[config.mk]
export PLATFORM = sky130hd
export DESIGN_NAME = dice_match_ctrl
export DESIGN_NICKNAME = d
export VERILOG_FILES = /design/src/rtl/dice_pkg.sv /design/src/rtl/dice_coin_lfsr.sv /design/src/rtl/dice_match_ctrl.sv
export SDC_FILE = /design/constraint.sdc
export NUM_CORES = 1
export LEC_CHECK = 0
export CORE_MARGIN = 2
export CORE_UTILIZATION = 50
export CTS_BUF_LIST = sky130_fd_sc_hd__clkbuf_8
export CTS_CLUSTER_DIAMETER = 30
export DETAILED_ROUTE_END_ITERATION = 10
export GPL_TIMING_DRIVEN = 0
export HOLD_SLACK_MARGIN = 0.1
export PLACE_DENSITY = 0.83
export SYNTH_ARGS = -nofsm -noshare
export SYNTH_HDL_FRONTEND = slang
export SYNTH_HIERARCHICAL = 1
export SYNTH_SLANG_ARGS = --single-unit
[constraint.sdc]
create_clock -name clk -period 2.8 [get_ports clk]
set_input_delay 0.56 -clock clk [delete_from_list [all_inputs] [get_ports clk]]
set_output_delay 0.56 -clock clk [all_outputs]
set_load 0.01 [all_outputs]
[src/rtl/dice_pkg.sv]
// Shared definitions for the dice game: colour codes, coin count per roll,
// the match controller state encoding and colour normalisation.
package dice_pkg;

    // Coins fed to the dice per roll.
    localparam int COIN_BITS = 3;

    // Dice colour codes; 2'b11 is not a legal dice output and reads as NONE.
    typedef enum logic [1:0] {
        COL_NONE = 2'b00,
        COL_RED  = 2'b01,
        COL_BLUE = 2'b10
    } color_e;

    // Match controller states, one roll is START through SAMPLE.
    typedef enum logic [2:0] {
        ST_IDLE,
        ST_START,
        ST_C0,
        ST_C1,
        ST_C2,
        ST_WAIT,
        ST_SAMPLE,
        ST_DONE
    } state_e;

    // Fold the unused code 11 onto NONE so downstream logic sees three colours.
    function automatic logic [1:0] norm_color(input logic [1:0] raw);
        return (raw == 2'b11) ? 2'b00 : raw;
    endfunction

endpackage

[src/rtl/dice_coin_lfsr.sv]
// 8-bit Fibonacci LFSR supplying pseudo-random coin bits to the dice.
// Loaded only at reset so consecutive matches see different coin sequences.
module dice_coin_lfsr #(
    parameter logic [7:0] SEED = 8'hA5
) (
    input  logic clk,
    input  logic rst,
    input  logic adv,
    output logic bit_out
);

    // An all-zero state would lock up the register, so a zero seed becomes 1.
    localparam logic [7:0] INIT = (SEED == 8'h00) ? 8'h01 : SEED;

    logic [7:0] state;

    // Shift right one step per advance; feedback taps realise x^8+x^6+x^5+x^4+1.
    always_ff @(posedge clk or negedge rst) begin
        // NOTE: sequential state uses non-blocking assignments so every register
        // samples pre-edge values regardless of block evaluation order.
        if (!rst) begin
            state <= INIT;
        end else if (adv) begin
            state <= {state[0] ^ state[2] ^ state[3] ^ state[4], state[7:1]};
        end
    end

    assign bit_out = state[0];

endmodule

[src/rtl/dice_match_ctrl.sv]
// Two-player match controller: drives the dice start/coin pins, samples the
// resulting colour, keeps score and declares a winner.
module dice_match_ctrl
    import dice_pkg::*;
#(
    parameter int         WIN_SCORE = 3,
    parameter int         MAX_RETRY = 2,
    parameter int         SCORE_W   = 4,
    parameter logic [7:0] LFSR_SEED = 8'hA5
) (
    input  logic               clk,
    input  logic               rst,
    input  logic               go,
    input  logic               force_en,
    input  logic [2:0]         force_bits,
    input  logic [1:0]         dice_out,
    output logic               dice_start,
    output logic               dice_coin,
    output logic               busy,
    output logic               done,
    output logic               winner,
    output logic               turn,
    output logic [SCORE_W-1:0] score_a,
    output logic [SCORE_W-1:0] score_b,
    output logic               roll_valid,
    output logic [1:0]         roll_color
);

    localparam int                 RETRY_W   = (MAX_RETRY < 1) ? 1 : $clog2(MAX_RETRY + 1);
    localparam logic [SCORE_W-1:0] WIN       = SCORE_W'(WIN_SCORE);
    localparam logic [RETRY_W-1:0] RETRY_MAX = RETRY_W'(MAX_RETRY);

    state_e               state;
    logic [RETRY_W-1:0]   retry_cnt;
    logic                 force_q;
    logic [2:0]           fbits_q;
    logic                 lfsr_adv;
    logic                 lfsr_bit;
    logic                 a_pt;
    logic                 b_pt;
    logic                 win_a;
    logic                 win_b;
    logic [SCORE_W-1:0]   score_a_nxt;
    logic [SCORE_W-1:0]   score_b_nxt;

    dice_coin_lfsr #(.SEED(LFSR_SEED)) u_lfsr (
        .clk     (clk),
        .rst     (rst),
        .adv     (lfsr_adv),
        .bit_out (lfsr_bit)
    );

    // The dice colour register has no reset, so dice_out is only trusted in SAMPLE.
    assign roll_color = roll_valid ? norm_color(dice_out) : 2'b00;

    // Step the LFSR on each edge that loads a coin, unless this roll is forced.
    always_comb begin
        // NOTE: every combinational output gets a default first so no path can
        // leave it unassigned and infer a latch.
        lfsr_adv = 1'b0;
        case (state)
            ST_START:     lfsr_adv = !force_en;
            ST_C0, ST_C1: lfsr_adv = !force_q;
            default:      lfsr_adv = 1'b0;
        endcase
    end

    // Score the sampled colour: RED favours the roller, BLUE the opponent.
    always_comb begin
        a_pt        = ((roll_color == COL_RED)  && !turn) || ((roll_color == COL_BLUE) && turn);
        b_pt        = ((roll_color == COL_BLUE) && !turn) || ((roll_color == COL_RED)  && turn);
        score_a_nxt = (a_pt && (score_a != WIN)) ? score_a + SCORE_W'(1) : score_a;
        score_b_nxt = (b_pt && (score_b != WIN)) ? score_b + SCORE_W'(1) : score_b;
        win_a       = a_pt && (score_a_nxt == WIN);
        win_b       = b_pt && (score_b_nxt == WIN);
    end

    // Match sequencer with all outputs registered alongside the state.
    always_ff @(posedge clk or negedge rst) begin
        if (!rst) begin
            state      <= ST_IDLE;
            dice_start <= 1'b0;
            dice_coin  <= 1'b0;
            busy       <= 1'b0;
            done       <= 1'b0;
            winner     <= 1'b0;
            turn       <= 1'b0;
            score_a    <= '0;
            score_b    <= '0;
            roll_valid <= 1'b0;
            retry_cnt  <= '0;
            force_q    <= 1'b0;
            fbits_q    <= 3'b000;
        end else begin
            case (state)
                ST_IDLE, ST_DONE: begin
                    if (go) begin
                        state      <= ST_START;
                        dice_start <= 1'b1;
                        busy       <= 1'b1;
                        done       <= 1'b0;
                        winner     <= 1'b0;
                        turn       <= 1'b0;
                        score_a    <= '0;
                        score_b    <= '0;
                        retry_cnt  <= '0;
                    end
                end
                ST_START: begin
                    dice_start <= 1'b0;
                    force_q    <= force_en;
                    fbits_q    <= force_bits;
                    dice_coin  <= force_en ? force_bits[2] : lfsr_bit;
                    state      <= ST_C0;
                end
                ST_C0: begin
                    dice_coin <= force_q ? fbits_q[1] : lfsr_bit;
                    state     <= ST_C1;
                end
                ST_C1: begin
                    dice_coin <= force_q ? fbits_q[0] : lfsr_bit;
                    state     <= ST_C2;
                end
                ST_C2: begin
                    dice_coin <= 1'b0;
                    state     <= ST_WAIT;
                end
                ST_WAIT: begin
                    roll_valid <= 1'b1;
                    state      <= ST_SAMPLE;
                end
                ST_SAMPLE: begin
                    roll_valid <= 1'b0;
                    score_a    <= score_a_nxt;
                    score_b    <= score_b_nxt;
                    if (a_pt || b_pt) begin
                        retry_cnt <= '0;
                        turn      <= ~turn;
                    end else if (retry_cnt < RETRY_MAX) begin
                        retry_cnt <= retry_cnt + RETRY_W'(1);
                    end else begin
                        retry_cnt <= '0;
                        turn      <= ~turn;
                    end
                    if (win_a || win_b) begin
                        state  <= ST_DONE;
                        done   <= 1'b1;
                        busy   <= 1'b0;
                        winner <= win_b;
                    end else begin
                        state      <= ST_START;
                        dice_start <= 1'b1;
                    end
                end
                default: state <= ST_IDLE;
            endcase
        end
    end

endmodule
==> results.md <==
* Run status: finished, final reports clean
* CTS buffer count at 5
* Worst Path Required at 2.24 ns
* FF/Latch Area at 780.7 um^2
* Ys async rst share at 100.0%
* All-Layer GR Usage at 20.09%
* Setup bufs post-CTS at 0
* Hold-fix buffers, CTS at 0
* P&R area growth vs syn at 23.13%
* IO Count at 26
* Vias in the first global route at 1351
* Drt wl/cell at 13.88 um
* Max VDD drop at 0.0004214 V
* Setup ws final at 0.2806 ns
* CP max stage cell: clkdlybuf4s50_1
* Clk Latency, worst-skew pair at 0.29 ns
* Clock power frac at 17.1%
* Initial Util at 51.47%
* Yosys warnings at 6
* Reg power frac at 37.6%
* Critical path, cell by cell: clkdlybuf4s50_1 -> nand2b_2 -> nor2_1 -> clkdlybuf4s50_1
* Setup CP Type: primary input to primary output
* Dpl cells at 244
* Reg-to-Reg End: state[2]$_DFFE_PN0P_
* Minimum clock period at 2.519 ns
* 1st-iter DRT viols at 68
* Largest net degree at the start of global routing at 32
* IO buf count at 25
* Die Span Y at 62.38 um
* Post-synth EDFFs at 0
* Actual slew at the worst max-slew pin at 0.6766 ns
* Detailed-route DRC error count at 0
* Ant diodes at 0
* Worst reg-to-reg setup slack at 0.83 ns
* Final Power at 2.091 mW
* Setup WS pre-CTS at 0.2889 ns
* Total core area at 3311 um^2
* Syn_nets at 184
* Max Cap Viol at 0
* CTS tree: yes
* Top_reg_cell synth: dfrtp_1
* R2R depth at 6
* Internal power at 1.286 mW
* Critical path depth at 4
* GR Overflow Total at 0
* Setup Viol. Count Final at 0
* Critical Path Start Type: primary input
* Sw Share at 38.47%
* Die area at 3891 um^2
* Fin Hold WS at 0.2971 ns
* Avg Synthesized Cell Area at 9.850 um^2
* Chip Width at 62.38 um
* First-pass iteration count of the detailed router at 4
* Final Hold Fails at 0
* Cell Rows at 21
* Slew headroom at 54.89%
* HP Class: primary input to async pin
* Routed Antenna Nets at 0
* Slowest stage delay, CP at 0.55 ns
* NumNets Final at 216
* CP Launch Point: dice_out[0]
* First-pass GRT wire length at 6147 um
* Worst r2r src: score_b[0]$_DFFE_PN0P_
* Max Clk Rate at 0.3969 GHz
* Fill cell count at 277
* Total Wirelength at 3498 um
* Max Slew Vio Count at 0
* CTS root buf: clkbuf_8
* Crit path DAT at 1.96 ns
* RSZ-0062 raised after global routing: no
* Pleak at 0.8954 nW
* Footprint of the multi-input gates at 870.8 um^2
* Comb pwr share at 45.3%
* Critical Path End: roll_color[1]
* Cell Pwr Density at 996.3 nW/um^2
* Net Sw Power at 0.8042 mW
* Seq cells post-synth at 31
* Clk_skew at 0.01126 ns
* Tcrit/Tclk final at 89.98%
* Worst Setup End Kind: primary output
* # H-tree levels at 2
* Hpwl dp at 2480 um
* Number of vias per cell at 5.651
* Gpl congestion at 0.8041
* Routed vias at 1424
* Post-synthesis sequential area ratio at 45.81%
* Yosys cell types at 48
* Post-route insts no fill at 252
* Post-synth top area share at 39.65%
* Top cell type by total area after synthesis: dfrtp_1
* Clock transition at path regs at 0.07 ns
* Post_cts resized at 0
* Synthesized area at 1704 um^2
* CTS Buffer Depth at 2
* CP Max Fanout at 4
* Most used cell, CP: clkdlybuf4s50_1
* Worst path bufs/invs at 2
* Fraction of layout cells with a size suffix above 1 at 18.45%
* CP delay by family, top: buffers and inverters
* Largest cells by area after synthesis: dfrtp_1 (40%), mux2_2 (7.3%), dfstp_2 (6.2%), a21oi_1 (4.1%), nand2_1 (3.3%)
* Initial antenna violation count at 0
* Post-Synthesis Cells at 173
* Clk sinks at 31
* Setup TNS at 0 ns
## sequential cells by signal, indices dropped and copies added (netlist names)
| register | flops |
|---|---|
| done | 1 |
| retry_cnt | 2 |
| dice_start | 1 |
| busy | 1 |
| score_b | 4 |
| dice_coin | 1 |
| winner | 1 |
| u_lfsr/state | 8 |
| score_a | 4 |
| roll_valid | 1 |
| turn | 1 |
| force_q | 1 |
| fbits_q | 2 |
| state | 3 |
## area by class of cell
type | count | share of cell area (%)
multi-input cells | 129 | 41.50
flip-flops and latches | 31 | 37.21
repair buffers | 25 | 11.69
clock buffers | 6 | 3.936
well taps | 46 | 2.743
inverters | 8 | 1.431
plain buffers | 5 | 1.073
clock inverters | 2 | 0.4174
## how the worst min path moves through the flow
| stage | cells past startpoint | startpoint | slack, ns | end |
|---|---|---|---|---|
| 3_3_place_gp | 1 | retry_cnt[0]$_DFFE_PN0P_ | 0.46 | retry_cnt[0]$_DFFE_PN0P_ |
| 5_1_grt | 1 | rst | 0.36 | dice_coin$_DFFE_PN0P_ |
| 4_1_cts | 1 | retry_cnt[0]$_DFFE_PN0P_ | 0.49 | retry_cnt[0]$_DFFE_PN0P_ |
| 6_report | 1 | rst | 0.30 | dice_coin$_DFFE_PN0P_ |
| 3_5_place_dp | 1 | done$_DFFE_PN0P_ | 0.48 | done$_DFFE_PN0P_ |
| 2_1_floorplan | 0 | rst | 0.26 | busy$_DFFE_PN0P_ |
## cells in the mapped netlist, types with 2 or more instances
library cell	instances
dfrtp_1	27
nand2_1	15
a21oi_1	14
nor2_1	14
mux2_2	11
o21ai_1	10
inv_1	7
nor2b_1	5
nor3_1	5
dfstp_2	4
nand3_1	4
o21ai_0	4
a31oi_1	3
buf_2	3
mux2i_1	3
xnor2_1	3
a311oi_1	2
clkbuf_1	2
ha_1	2
nand2b_1	2
nand4_1	2
o21a_1	2
o22ai_1	2
o22ai_2	2
o32ai_1	2
## stage by stage
stage	utilization (%)	instance area (um^2)
final	63.38	2098
after global routing	63.38	2098
after CTS	63.53	2103
after detailed placement	60.77	2012
after global placement	60.77	2012
after floorplan	-	1704
## worst register-to-register path: cells and delay by family (launching register included)
| family | cells | cell delay, ns |
|---|---|---|
| AO/OA/AOI/OAI | 3 | 0.84 |
| adder cells (fa/ha/maj) | 1 | 0.28 |
| flip-flops | 1 | 0.46 |
| AND/OR/NAND/NOR | 2 | 0.34 |
## kinds of logic after synthesis
group	after synthesis	synth area share [%]
and+or+nand+nor	57	18.06
AOI/OAI and AO/OA	52	20.49
DFF	31	45.82
muxes	14	9.031
buffers and inverters	13	3.084
xor gates and xnor gates	4	2.056
adders and majority gates	2	1.468
## power groups by stage
stage / sequential (mW) / clock, mW / combinational (mW)
floorplan: 0.778 / 0 / 0.685
global placement: 0.784 / 0 / 0.926
detailed placement: 0.793 / 0 / 0.949
CTS: 0.786 / 0.364 / 0.953
global route: 0.820 / 0.386 / 1.07
finish: 0.785 / 0.357 / 0.948
## layout by cell type (no fill, tap or decap), types with 5 or more instances in the layout
master           synthesis  final
nor2_1                  14     14
mux2_2                  11     11
nor3_1                   5      5
clkdlybuf4s50_1          0     24
clkbuf_8                 0      6
inv_1                    7      8
nor2b_1                  5      5
nand2_1                 15     15
dfrtp_1                 27     27
a21oi_1                 14     14
o21ai_1                 10     10
## metal layers
metal / GRT usage (%) / part of all wire, %
met2: 31.52 / 47
met4: 10.28 / 2.1
met5: 0 / 0
met1: 26.63 / 47
met3: 3.964 / 3.5
No activity file was read; power rests on OpenSTA's default activity.
